--- src/rtl/fetch_queue.sv ---
// fetch_queue: in-order pc/instr buffer between fetch and decode, flushable on redirect
module fetch_queue #(
  parameter int DBITS = 32,
  parameter int DEPTH = 4,
  parameter logic [DBITS-1:0] NOP_INSTR = '0
) (
  input  logic                     clk,
  input  logic                     reset,
  input  logic                     flush,
  input  logic                     in_valid,
  output logic                     in_ready,
  input  logic [DBITS-1:0]         in_pc,
  input  logic [DBITS-1:0]         in_instr,
  output logic                     out_valid,
  input  logic                     out_ready,
  output logic [DBITS-1:0]         out_pc,
  output logic [DBITS-1:0]         out_pcPlus4,
  output logic [DBITS-1:0]         out_instr,
  output logic [$clog2(DEPTH):0]   count
);
  localparam int AW = $clog2(DEPTH);
  localparam int CW = AW + 1;
  logic [DBITS-1:0] pcs [DEPTH];
  logic [DBITS-1:0] instrs [DEPTH];
  logic [AW-1:0] head, tail;
  logic push, pop;
  always_comb begin
    in_ready = count != CW'(DEPTH);
    out_valid = count != '0;
    push = in_valid & in_ready & ~flush;
    pop = out_valid & out_ready & ~flush;
    out_pc = pcs[head];
    out_pcPlus4 = pcs[head] + DBITS'(4);
    out_instr = out_valid ? instrs[head] : NOP_INSTR;
  end
  always_ff @(posedge clk) begin
    if (push) begin
      pcs[tail] <= in_pc;
      instrs[tail] <= in_instr;
    end
  end
  always_ff @(posedge clk) begin
    if (reset || flush) begin
      head <= '0;
      tail <= '0;
      count <= '0;
    end else begin
      if (push) tail <= tail + AW'(1);
      if (pop) head <= head + AW'(1);
      count <= count + CW'(push) - CW'(pop);
    end
  end
endmodule

--- config.mk ---
export PLATFORM = sky130hd
export DESIGN_NAME = fetch_queue
export DESIGN_NICKNAME = d
export VERILOG_FILES = /design/src/rtl/fetch_queue.sv
export SDC_FILE = /design/constraint.sdc
export NUM_CORES = 1
export LEC_CHECK = 0
export ABC_AREA = 1
export CAP_MARGIN = 5
export CELL_PAD_IN_SITES_DETAIL_PLACEMENT = 0
export CELL_PAD_IN_SITES_GLOBAL_PLACEMENT = 2
export CORE_ASPECT_RATIO = 0.7
export CORE_MARGIN = 2
export CORE_UTILIZATION = 30
export DETAILED_ROUTE_END_ITERATION = 10
export HOLD_SLACK_MARGIN = 0.02
export PLACE_DENSITY_LB_ADDON = 0.1
export SYNTH_ARGS = -nofsm -noshare
export SYNTH_HDL_FRONTEND = slang
export SYNTH_SLANG_ARGS = --single-unit
--- constraint.sdc ---
create_clock -name clk -period 8.1 [get_ports clk]
set_input_delay 0.81 -clock clk [delete_from_list [all_inputs] [get_ports clk]]
set_output_delay 0.81 -clock clk [all_outputs]
set_load 0.02 [all_outputs]
# [Word level (Yosys, flattened, before mapping)]
# Memories as Yosys holds them, arrays and structs flattened. A register that Yosys moved wholly into a read port is not among the register bits.
# Cells that the tools add are included.
[classes] eq_ne=1 muxes=7 reduce_logical=2 n_addsub=5 bitwise=5
[ops] op="$add 32x3->32 const B" count=1
[ops] op="$mux 32" count=1
[ops] op="$mux 2" count=4
[ops] op="$add 2x1->2 const B" count=2
[ops] op="$and 1x1->1" count=4
[ops] op="$add 3x1->3" count=1
[ops] op="$ne 3x3->1 const B" count=1
[ops] op="$reduce_bool 3->1" count=1
[ops] op="$sub 3x1->3" count=1
[ops] op="$mux 1" count=2
[ops] op="$logic_or 1x1->1" count=1
[ops] op="$not 1->1" count=1
[word_totals] n_memories=2 ram_bits=256 output_inout_bits=101 inputBits=69 ff_bits=7 word_cells=25
[mem_list] memory="instrs" words=4 width=32 rd=1 rd_ports_with_merged_regs=1 wr=1 line="24" text="logic [DBITS-1:0] instrs [DEPTH];"
[mem_list] memory="pcs" words=4 width=32 rd=1 rd_ports_with_merged_regs=1 wr=1 line="23" text="logic [DBITS-1:0] pcs [DEPTH];"

# [Logic depth before layout (Yosys ltp)]
# Gate-level depths: netlist of the first run.
[depth] depth_word=5 mapped_depth=14 mapped_depth_nobuf=12

# [Worst setup path before layout of the first run]
# OpenSTA, ideal clock, no wires.
[synth_timing] path_kind="in2reg" from="input port flush" to="memory instrs[0][0] (enable)" t_arrival_ps=3761 setup_slack_ps=3852 path_buffers=0 setup_time_ps=487 t_required_ps=7613 stages=3 path_cell_list="inv_1 -> nand3_1 -> nor2_1"
[synth_via] elab_chain_len=4
[synth_rtl] item="start: declaration" line="9" text="input logic flush,"
[synth_rtl] item="$not 1->1" line="30" text="push = in_valid & in_ready & ~flush;"
[synth_rtl] item="$and 1x1->1" line="30"
[synth_rtl] item="$mux 1" line="37" text="if (push) begin"
[synth_rtl] item="$mux 1 (implied by the code)" line="39" text="instrs[tail] <= in_instr;"
[synth_rtl] item="end: declaration" line="24"
# No other way between the ends.

==> results, run 1 <==
- The run finished with clean final reports.
- The cell count after synthesis came out at 1174.
- The class of the tightest hold or removal check is flop to flop.
- The floorplan step defined a core boundary enclosing 38700 µm².
- Among all cell types in the netlist, the one instantiated most often is sky130_fd_sc_hd__nand2_1.
- The netlist area before placement is 11900 µm².
- The worst hold path begins at head[1].
- IR analysis of the VDD net gives a maximum drop of 0.145 mV.
- From bottom edge to top edge, the die measures 170 µm.
- For this block, the via count after detailed routing is 8466.
- The clock latency at the later pin of the worst-skew pair is 550 ps.
- The layout cell share with drive strength beyond 1 is 5.54%.
- The number of nets handed over by synthesis was 1251.
- The worst endpoint required time is 7290 ps.
- The clock period minus worst slack is 5340 ps.
- The clock root buffer is sky130_fd_sc_hd__clkbuf_16.
- Entering global routing, the biggest net connects 81 pins.
- The total I/O pin count is 170.
- The endpoint arrival time on the critical path is 4530 ps.
- Clock-pin slew was measured on the worst setup and hold paths at 60 ps.
- The share of synthesized flip-flops with an asynchronous set or reset is 0%.
- Ranked by instance count, the synthesized netlist is headed by 347 x sky130_fd_sc_hd__nand2_1, 256 x sky130_fd_sc_hd__edfxtp_1, 205 x sky130_fd_sc_hd__nor2_1.
- Yosys mapped a number of flops with a built-in enable equal to 256.
- For this run, the leading register cell type out of synthesis is sky130_fd_sc_hd__edfxtp_1.
- By area the synthesized netlist is led by sky130_fd_sc_hd__edfxtp_1 65%, sky130_fd_sc_hd__nand2_1 11%, sky130_fd_sc_hd__nor2_1 6.5%.
- After filler insertion, the fill cell instance count of the layout stands at 3827.
- At the end of routability-driven placement, the weighted congestion stood at 0.806.
- The post-detailed-route count of antenna-violating nets is 0.
- The floorplan die area is 41100 µm².
- The horizontal die dimension is 242 µm.
- The post-synthesis average cell area is 10.1 µm².
- The number of clock buffers added by TritonCTS is 30.
- The remaining global-route overflow is 0.
- Post-CTS repair changed the size of 0 cells.
- The routed length per instance is 18.8 µm.
- The post-CTS setup repair buffer count is 0.
- The most repeated library cell on the critical path is sky130_fd_sc_hd__nand2_1.
- The flip-flop and latch count after synthesis is 265.
- The critical path is of the flop to output port type.
- The initial antenna violation count is 1.
- The sequential-to-total area share from yosys stat is 66.4%.
- The number of optimization iterations in the first detailed-route pass is 4.
- The hold violation count in the final report came to 0.
- The critical path goes through clkinv_2 -> nor2_1 -> nor2_1 -> o21ai_0 -> nand2_1 -> ha_1 -> nand2_1 -> nor2_2 -> nand2_1 -> xor2_1 -> clkdlybuf4s50_1.
- The remaining design rule violation count is 0.
- The number of sinks driven by the clock tree is 265.
- Measured in cells, the most critical reg-to-reg path has a length of 5.
- The via density per instance is 4.50.
- Summed over all layers, the routed wires come to 35400 µm.
- At the end of the flow, the number of nets in the layout was 1410.
- The initial core utilization is 30.7%.
- The type of destination of the critical path is an output port.
- The critical path startpoint category is a flop.
- In this run, post-CTS hold repair placed 0 buffers.
- The initial DRC count is 420.
- The number of placement rows is 60.
- Of all nets on the critical path, the largest fanout is 60.
- The number of global-route vias before repair is 8226.
- The worst pin sits at a relative slew slack of 32.9%.
- The leakage power is 5.57 nW.
- The overall global routing resource usage is 16.9%.
- CTS built an H-tree with a depth of 1.
- The detailed placer's ending HPWL is 22200 µm.
- Setup repair after global routing left no endpoint under its margin.
- The reg-to-reg startpoint is count[1].
- The largest stage delay on the critical path is 940 ps.
- In the final timing run, aggregate negative setup slack is 0 ps.
- The transition time of the tightest slew-check pin is 1010 ps.
- Max-cap violations in this run came to 0.
- The yosys synthesis warning count is 0.
- The cell type with the largest total area after synthesis is sky130_fd_sc_hd__edfxtp_1.
- The first-pass GRT wire length is 52100 µm.
- The count of pins over their slew limit is 0.
- The share of the synthesized area in the top cell type is 64.9%.
- TritonCTS built the clock tree.
- The ratio of final minimum period to clock period is 65.9%.
- The power density of the placed cells is 205 nW/µm².
- The total setup violations reported at the end of the flow is 0.
- The slowest stage of the critical path belongs to the cell sky130_fd_sc_hd__clkinv_2.
- The count of input and output buffers is 169.
- The setup skew after layout is 17.7 ps.
- The area growth from synthesis to layout is 25.9%.
- The worst hold path cell count is 2.
- Total power for the finished layout comes to 3.05 mW.
- The unique cell type count in the Yosys netlist is 26.
- Counting along the longest clock path gives a buffer depth of 3.
- The maximum clock frequency is 187 MHz.
==> critical path: cells and delay by family, from the launching register on <==
kind	cells	cell delay (ps)
compound gates	1	90
simple gates	6	1030
flops	1	800
fa+ha+maj	1	330
buf+inv	2	1560
xor+xnor	1	140
==> placed cells by master (no fill, tap or decap), types with 2 or more instances in the layout <==
cell type	Yosys	layout
sky130_fd_sc_hd__nand2_1	347	347
sky130_fd_sc_hd__buf_4	8	10
sky130_fd_sc_hd__clkinv_1	0	8
sky130_fd_sc_hd__o22ai_1	2	2
sky130_fd_sc_hd__xor2_1	15	15
sky130_fd_sc_hd__ha_1	7	7
sky130_fd_sc_hd__clkbuf_16	0	31
sky130_fd_sc_hd__xnor2_1	2	2
sky130_fd_sc_hd__nor2_1	205	201
sky130_fd_sc_hd__nand4_1	8	8
sky130_fd_sc_hd__clkdlybuf4s50_1	0	169
sky130_fd_sc_hd__nor2_2	9	9
sky130_fd_sc_hd__edfxtp_1	256	256
sky130_fd_sc_hd__clkinv_2	0	7
sky130_fd_sc_hd__inv_1	66	66
sky130_fd_sc_hd__dfxtp_1	9	7
sky130_fd_sc_hd__nand2_2	7	7
sky130_fd_sc_hd__nor2_4	0	4
sky130_fd_sc_hd__dfxtp_4	0	2
sky130_fd_sc_hd__o21ai_0	75	75
sky130_fd_sc_hd__a21oi_1	38	38
sky130_fd_sc_hd__nand3_1	69	69
sky130_fd_sc_hd__clkbuf_1	13	4
==> cells by family (layout without fill, tap and decap cells) <==
logic type | Yosys count | in the layout | share of synthesized area, %
buffers and inverters | 120 | 299 | 4.70
DFF | 265 | 265 | 66.4
other | 0 | 1 | 0
adders and majority gates | 8 | 8 | 0.908
and+or+nand+nor | 647 | 647 | 21.8
AOI/OAI and AO/OA | 117 | 117 | 4.99
xor gates and xnor gates | 17 | 17 | 1.26
==> flip-flops by register name (all words and copies together) (netlist names), named ones only <==
register / count
pcs: 128
instrs: 128
count: 3
tail: 2
head: 2
==> path summary, 6_finish.rpt <==
path,to,slack (ps)
setup / recovery,out_pcPlus4[18],2760
hold / removal,flop,450
setup reg to reg,pcs[3][29],5210
hold reg to reg,flop,450
==> power by group <==
part           internal (mW)  switching (mW)
combinational          0.100           0.156
clock                  0.723           0.536
sequential              1.53         0.00703
total                   2.35           0.698
==> area by class of cell <==
type	instances	area (µm²)	share of cell area, %
Tap cell	527	659	4.42
Inverter	68	256	1.72
Antenna cell	1	2.50	0.0168
Timing Repair Buffer	179	1770	11.8
Clock buffer	35	791	5.30
Sequential cell	265	7880	52.8
Multi-Input combinational cell	789	3460	23.2
Clock inverter	17	110	0.738
==> routing by layer <==
| metal | global-route usage, % | part of all wire (%) | vias up |
|---|---|---|---|
| met3 | 3.06 | 3.9 | 36 |
| met2 | 28.1 | 47 | 130 |
| li1 | - | - | 4240 |
| met5 | 0 | 0 | - |
| met1 | 23.4 | 48 | 4060 |
| met4 | 2.81 | 1.2 | 0 |
==> through the flow <==
stage	std cells	setup slack (ps)	instance area [µm²]	utilization (%)	hold WS [ps]
2_1_floorplan	1174	3850	11900	-	436
3_3_place_gp	1828	3250	14000	36.3	439
3_5_place_dp	1828	3210	14000	36.3	449
4_1_cts	1880	2590	14900	38.6	455
5_1_grt	1880	2260	14900	38.6	490
6_report	1881	2760	14900	38.6	448
Power figures use the tool's default switching activity.
==> inputs of run 2 (changes only) <==
==> constraint.sdc (replaced) <==
create_clock -name clk -period 5.2 [get_ports clk]
set_input_delay 0.52 -clock clk [delete_from_list [all_inputs] [get_ports clk]]
set_output_delay 0.52 -clock clk [all_outputs]
set_load 0.02 [all_outputs]
==> run 2 against run 1 <==
Effect of this change: routed wire length fell by 1.6%; utilization increased by 0.21 points; first-iteration DRC count is 0.95% higher; die area stayed put; worst setup slack worse by 2000 ps; sequential power grew 55%; count of clock-buffer cells in the layout unchanged; global-route usage is 0.24 points lower; highest routed layer unchanged.
==> results, run 2 (synthesis results as in run 1) <==
- The cell that appears most often on the critical path is sky130_fd_sc_hd__nand2_1.
- The critical path startpoint category is a flop.
- The maximum clock frequency is 226 MHz.
- STA puts the critical path data required time at 4680 ps.
- The library cell used most frequently in the layout, excluding fill and tap cells, is sky130_fd_sc_hd__nand2_1.
- The multi-input combinational cells in the finished layout cover a total of 3460 µm².
- The count of pins over their slew limit is 0.
- Measured against its own limit, the worst slew margin works out to 26.9%.
- The initial core utilization is 30.7%.
- Dividing total power by cell area gives a power density of 317 nW/µm².
- The worst setup path is captured at an output port.
- The library cells used most frequently in the layout, excluding fill and tap cells, are 347 x sky130_fd_sc_hd__nand2_1, 256 x sky130_fd_sc_hd__edfxtp_1, 201 x sky130_fd_sc_hd__nor2_1.
- The min-delay analysis places its worst path in the category flop to flop.
- The clock slew seen by the registers of the worst setup and hold paths is 60 ps.
- The tool flagged a number of max-cap violations equal to 0.
- The largest stage delay on the critical path is 770 ps.
- The post-detailed-route count of antenna-violating nets is 0.
- The floorplan has 60 rows.
- The largest registers in the layout are instrs: 128 flops, pcs: 128 flops, count: 3 flops.
- The leakage power is 5.60 nW.
- The count of input and output buffers is 169.
- The floorplan step defined a core boundary enclosing 38700 µm².
- Of all nets on the critical path, the largest fanout is 49.
- Clock tree synthesis selected as its root buffer the cell sky130_fd_sc_hd__clkbuf_16.
- The clock period minus worst slack is 4420 ps.
- The register area is 7880 µm².
- Buffers added to address setup during post-CTS repair amount to 0.
- The horizontal die dimension is 242 µm.
- On the final layout, the worst clock skew is 9.34 ps.
- Adding up every negative setup slack in the final design gives 0 ps.
- The number of global-route vias before repair is 8000.
- The hold buffer count at CTS is 0.
- The initial DRC count is 424.
- Setup repair after global routing left no endpoint under its margin.
- The number of vias after detailed routing is 8361.
- The largest individual stage delay along the critical path comes from the cell sky130_fd_sc_hd__dfxtp_4.
- Among cell families on the critical path, the largest total delay comes from buffers and inverters.
- The worst setup path is of the flop to output port kind.
- The number of buffers inserted during clock tree synthesis is 28.
- Cells with a size suffix above 1 make up 5.69% of the layout.
- The pin count of the biggest net entering global routing is 65.
- The number of buffers on the longest clock path is 3.
- The number of gates resized after CTS is 0.
- The transition time of the tightest slew-check pin is 1090 ps.
- Counting both buffers and inverters, the worst setup path holds a total of 2.
- Before antenna repair, the detailed router went through 7 iterations.
- The critical path goes through inv_2 -> nor2_1 -> o21ai_1 -> nand2_1 -> ha_1 -> nand2_1 -> nor2_2 -> nand2_1 -> xor2_1 -> clkdlybuf4s50_1.
- The die boundary height is 170 µm.
- The first-pass GRT wire length is 51200 µm.
- The final layout contains 1412 nets.
- The overall global routing resource usage is 16.7%.
- The initial antenna violation count was 1.
- After detailed routing, the number of remaining DRC violations is 0.
- The ratio of final minimum period to clock period is 85.0%.
- The post-layout total power is 4.75 mW.
- The TritonCTS clock tree is built.
- After detailed routing, the average wire length per cell comes to 18.5 µm.
- Pin placement for this block handled 170 I/O pins.
- Detailed placement finished with a half-perimeter wire length of 22300 µm.
- The number of sinks driven by the clock tree is 265.
- The flow ran to the end, and the final reports show no timing, DRC or antenna violations.
- The largest voltage drop on the vdd net is 0.237 mV.
- The congestion estimate from routability-driven global placement came to 0.817.
- In this run the number of H-tree levels came out at 1.
- The die covers 41100 µm².
- The hold violation count in the final report is 0.
- For this block, the routed nets add up to 34800 µm of wire.
- The final-layout fill cell count is 3805.
- In the routed layout, each cell is associated on average with a via count of 4.44.
- After global routing the overflow that remains totals 0.
- The clock latency at the later pin of the worst-skew pair is 550 ps.
- Setup violations remaining at the end of the flow were counted as 0.
- From synthesis to final layout, the design area changed by 26.6%.
- Data arrives at the worst endpoint at 3900 ps.
==> run 2: changes by cell type in the layout (fill, tap and decap cells not counted) <==
cell,change
sky130_fd_sc_hd__buf_12,+5
sky130_fd_sc_hd__clkinv_1,-3
sky130_fd_sc_hd__bufinv_16,+2
sky130_fd_sc_hd__clkbuf_1,+2
sky130_fd_sc_hd__clkbuf_16,-2
sky130_fd_sc_hd__buf_4,-1
sky130_fd_sc_hd__clkinv_2,-1
sky130_fd_sc_hd__clkinvlp_4,+1
sky130_fd_sc_hd__inv_6,-1
sky130_fd_sc_hd__inv_8,-1
==> run 2: final cells by class <==
type / instances / share of cell area (%)
clock buffer: 35 / 4.99
timing repair buffer: 183 / 12.4
inverter: 68 / 1.71
clock inverter: 14 / 0.942
sequential: 265 / 52.5
antenna: 1 / 0.0167
multi-input combinational: 789 / 23.1
tap: 527 / 4.39
==> run 2: final timing paths <==
kind         slack [ps]  depth (start not counted)  startpoint               to
max reg2reg        2480                          5    count[1]    instrs[1][19]
max                 780                         10        flop  out_pcPlus4[18]
min reg2reg         460                          2     head[1]             flop
min                 460                          2     head[1]             flop
==> run 2: per-stage QoR <==
step	worst slack, ps	area, µm²	cells	util, %	hold WS [ps]
finish	781	15000	1882	38.8	463
global route	492	15000	1881	38.8	509
CTS	698	15000	1881	38.8	469
detailed placement	1300	14100	1832	36.5	459
global placement	1400	14100	1832	36.5	438
floorplan	1020	11900	1174	-	436
==> run 2: tightest hold or removal path, cell delays in order, from the launching register on <==
cell and delay [ps]:
sky130_fd_sc_hd__dfxtp_1 290, sky130_fd_sc_hd__inv_1 60, sky130_fd_sc_hd__a21oi_1 70
==> run 2: power by group <==
part           switching, mW  internal, mW  total [mW]
Clock                  0.802          1.16        1.96
Combinational          0.243         0.159       0.401
Sequential           0.00978          2.38        2.39
==> run 2: layer usage <==
| metal | GRT usage (%) | up-vias | wire (µm) | part of all wire, % |
|---|---|---|---|---|
| met5 | 0 | - | 0 | 0 |
| met1 | 23.9 | 3969 | 17200 | 49 |
| met3 | 3.01 | 33 | 1380 | 4.0 |
| met2 | 26.5 | 121 | 15700 | 45 |
| li1 | - | 4238 | - | - |
| met4 | 3.02 | 0 | 521 | 1.5 |
==> inputs of run 3 (changes only) <==
==> constraint.sdc (replaced) <==
create_clock -name clk -period 3.7 [get_ports clk]
set_input_delay 0.37 -clock clk [delete_from_list [all_inputs] [get_ports clk]]
set_output_delay 0.37 -clock clk [all_outputs]
set_load 0.02 [all_outputs]
==> run 3 against run 2 <==
Effect of this change: first-iteration DRC count is 11% higher; sequential power is 41% higher; critical path depth is 2 higher; largest power group unchanged.
==> results, run 3 (synthesis results as in run 1) <==
- The run finished with clean final reports.
- For the final database, setup skew stands at 13.9 ps.
- The largest registers in the layout are instrs: 128 flops, pcs: 128 flops, count: 3 flops.
- Port buffering added 169 buffers.
- Wires add up to 35000 µm.
- In this run the power density over the cells is 435 nW/µm².
- For flop-to-flop paths, the worst setup slack is 1270 ps.
- The clock slew seen by the registers of the worst setup and hold paths is 60 ps.
- The total routed wire length on the met1 layer is 17600 µm.
- The post-detailed-route count of antenna-violating nets is 0.
- In this run the worst hold path is classified as input pin to flop.
- The TritonCTS clock tree is built.
- The number of placement rows is 60.
- The routed length per instance is 18.4 µm.
- STA classifies the critical path endpoint as an output port.
- Pin placement for this block handled 170 I/O pins.
- The clock period minus worst slack is 3510 ps.
- The leakage power is 5.77 nW.
- STA puts the critical path data required time at 3330 ps.
- The library cells used most frequently in the layout, excluding fill and tap cells, are 342 x sky130_fd_sc_hd__nand2_1, 256 x sky130_fd_sc_hd__edfxtp_1, 200 x sky130_fd_sc_hd__nor2_1.
- The largest stage delay on the critical path is 640 ps.
- The first global-routing pass estimated 52400 µm of wire.
- The final weighted congestion in routability-driven placement is 0.791.
- The routed design uses 16000 µm of met2 wire.
- Entering global routing, the biggest net connects 51 pins.
- The clock latency at the later pin of the worst-skew pair is 540 ps.
- The maximum clock frequency is 285 MHz.
- The count of antenna diodes in the layout is 0.
- The first routing iteration left 470 violations.
- The critical path startpoint category is a flop.
- The top routing layer in use is met4.
- The post-route netlist has 7.48% of its cells at a drive strength greater than 1.
- In the final layout, the multi-input gates occupy 3490 µm².
- After floorplanning, the core was sized to cover 38700 µm².
- The slowest library cell on the worst path is sky130_fd_sc_hd__clkdlybuf4s50_1.
- The hold violation count in the final report came to 0.
- The overall global routing resource usage is 16.9%.
- In this run the horizontal extent of the chip is 242 µm.
- The post-layout total power is 6.64 mW.
- In this design, the largest share of critical-path delay is due to simple AND/OR/NAND/NOR gates.
- Counting stages on the worst path, the most repeated cell is sky130_fd_sc_hd__nand2_1.
- The classification of the worst setup path is flop to output port.
- The remaining design rule violation count is 0.
- Of all nets on the critical path, the largest fanout is 16.
- Max-cap violations in this run came to 0.
- Setup repair after global routing left no endpoint under its margin.
- The layout has 3825 filler cells.
- The number of buffers inserted during clock tree synthesis is 29.
- The relative slew slack is 53.5%.
- OpenSTA, run right after detailed placement, puts the worst setup slack at 441 ps.
- CTS built an H-tree with a depth of 1.
- The initial antenna violation count is 0.
- The detailed placer's ending HPWL is 23200 µm.
- The final critical path takes up 94.8% of the cycle.
- The root buffer cell chosen for the clock tree is sky130_fd_sc_hd__clkbuf_16.
- The endpoint arrival time on the critical path is 3140 ps.
- The initial core utilization is 30.7%.
- The post-layout net count is 1433.
- The first detailed-routing pass took 5 iterations.
- The transition time of the tightest slew-check pin is 696 ps.
- VDD sags by at most 0.312 mV.
- Setup slack closes at 194 ps.
- Setup violations remaining at the end of the flow were counted as 0.
- The number of hold buffers added after CTS was 0.
- The number of buffers and inverters on the critical path is 3.
- The number of global-route vias before repair was 8268.
- The sequential cells in the finished layout cover a total of 7880 µm².
- The via density per instance is 4.43.
- The commonest non-fill, non-tap cell in the layout is sky130_fd_sc_hd__nand2_1.
- The critical path goes through clkinv_4 -> buf_6 -> nand2_1 -> nand2_1 -> nand2_1 -> nand2_2 -> nand2_1 -> nor2_1 -> nand2_1 -> nor2_4 -> xor2_1 -> clkdlybuf4s50_1.
- The final route contains 8435 vias.
- The count of pins over their slew limit is 0.
- The tightest hold path in the finished design has a slack of 458 ps.
- The longest clock path from root to sink contains 3 buffers.
- The die covers 41100 µm².
- The remaining global-route overflow is 0.
- The die boundary height is 170 µm.
- The number of sinks driven by the clock tree is 265.
- From synthesis to final layout, the design area changed by 28.8%.
- Wire segments on met3 add up to 970 µm in the final route.
[run 3: cell count changes in the layout (fill, tap and decap cells not counted), moves of 2 or more]
cell and delta:
sky130_fd_sc_hd__dlymetal6s2s_1 +5, sky130_fd_sc_hd__buf_4 +15, sky130_fd_sc_hd__clkbuf_1 +3, sky130_fd_sc_hd__buf_12 +3, sky130_fd_sc_hd__nand2_1 -5, sky130_fd_sc_hd__clkdlybuf4s50_1 -7
sky130_fd_sc_hd__nor2_4 +3, sky130_fd_sc_hd__nor2_2 -2, sky130_fd_sc_hd__nand2_2 +5
[run 3: worst paths after layout]
kind / to / start / cells after the start
setup / recovery: out_pcPlus4[13] / flop / 12
hold / removal: pcs[3][3] / in_pc[3] / 1
setup reg to reg: count[2] / count[1] / 9
hold reg to reg: flop / head[1] / 2
[run 3: where the power goes]
part | leakage [nW] | switching [mW] | internal (mW) | total, mW
Clock | 0.429 | 1.12 | 1.57 | 2.69
Sequential | 2.40 | 0.0132 | 3.35 | 3.36
Combinational | 2.94 | 0.348 | 0.235 | 0.583
Total | 5.77 | 1.49 | 5.15 | 6.64
[run 3: area by class of cell]
type | instances | share of cell area (%)
multi-input cells | 789 | 22.9
inverters | 68 | 1.72
repair buffers | 203 | 13.8
flip-flops and latches | 265 | 51.6
clock inverters | 14 | 0.738
clock buffers | 38 | 4.97
well taps | 527 | 4.32
[run 3: metrics by stage]
| step | area, µm² | setup TNS (ps) | std cells | utilization [%] |
|---|---|---|---|---|
| after CTS | 15200 | -60.1 | 1901 | 39.3 |
| after global placement | 14300 | 0 | 1848 | 36.9 |
| final | 15300 | 0 | 1904 | 39.5 |
| after floorplan | 11900 | -123140 | 1174 | - |
| after global routing | 15300 | 0 | 1904 | 39.5 |
| after detailed placement | 14300 | 0 | 1848 | 36.9 |
[run 3: worst reg2reg max path: stages, from the launching register on]
cell and delay (ps):
sky130_fd_sc_hd__dfxtp_1 440, sky130_fd_sc_hd__nor2_1 60, sky130_fd_sc_hd__nand2_1 100, sky130_fd_sc_hd__nand3_1 420, sky130_fd_sc_hd__ha_1 480, sky130_fd_sc_hd__inv_1 40, sky130_fd_sc_hd__ha_1 180, sky130_fd_sc_hd__fa_1 380
sky130_fd_sc_hd__xnor2_1 170, sky130_fd_sc_hd__nor2_1 50
[run 3: what timing repair did]
item,CTS,global route
gates resized for setup,6,17
cloned,1,0
buffers inserted,0,3
endpoints found under the hold margin,0,0
pin swaps,0,0
setup endpoints to repair,21,24
[run 3: routing by layer]
layer | up-vias | global-route usage (%)
met5 | - | 0
met2 | 119 | 27.3
met3 | 30 | 2.19
met4 | 0 | 3.05
met1 | 4005 | 24.5
li1 | 4281 | -
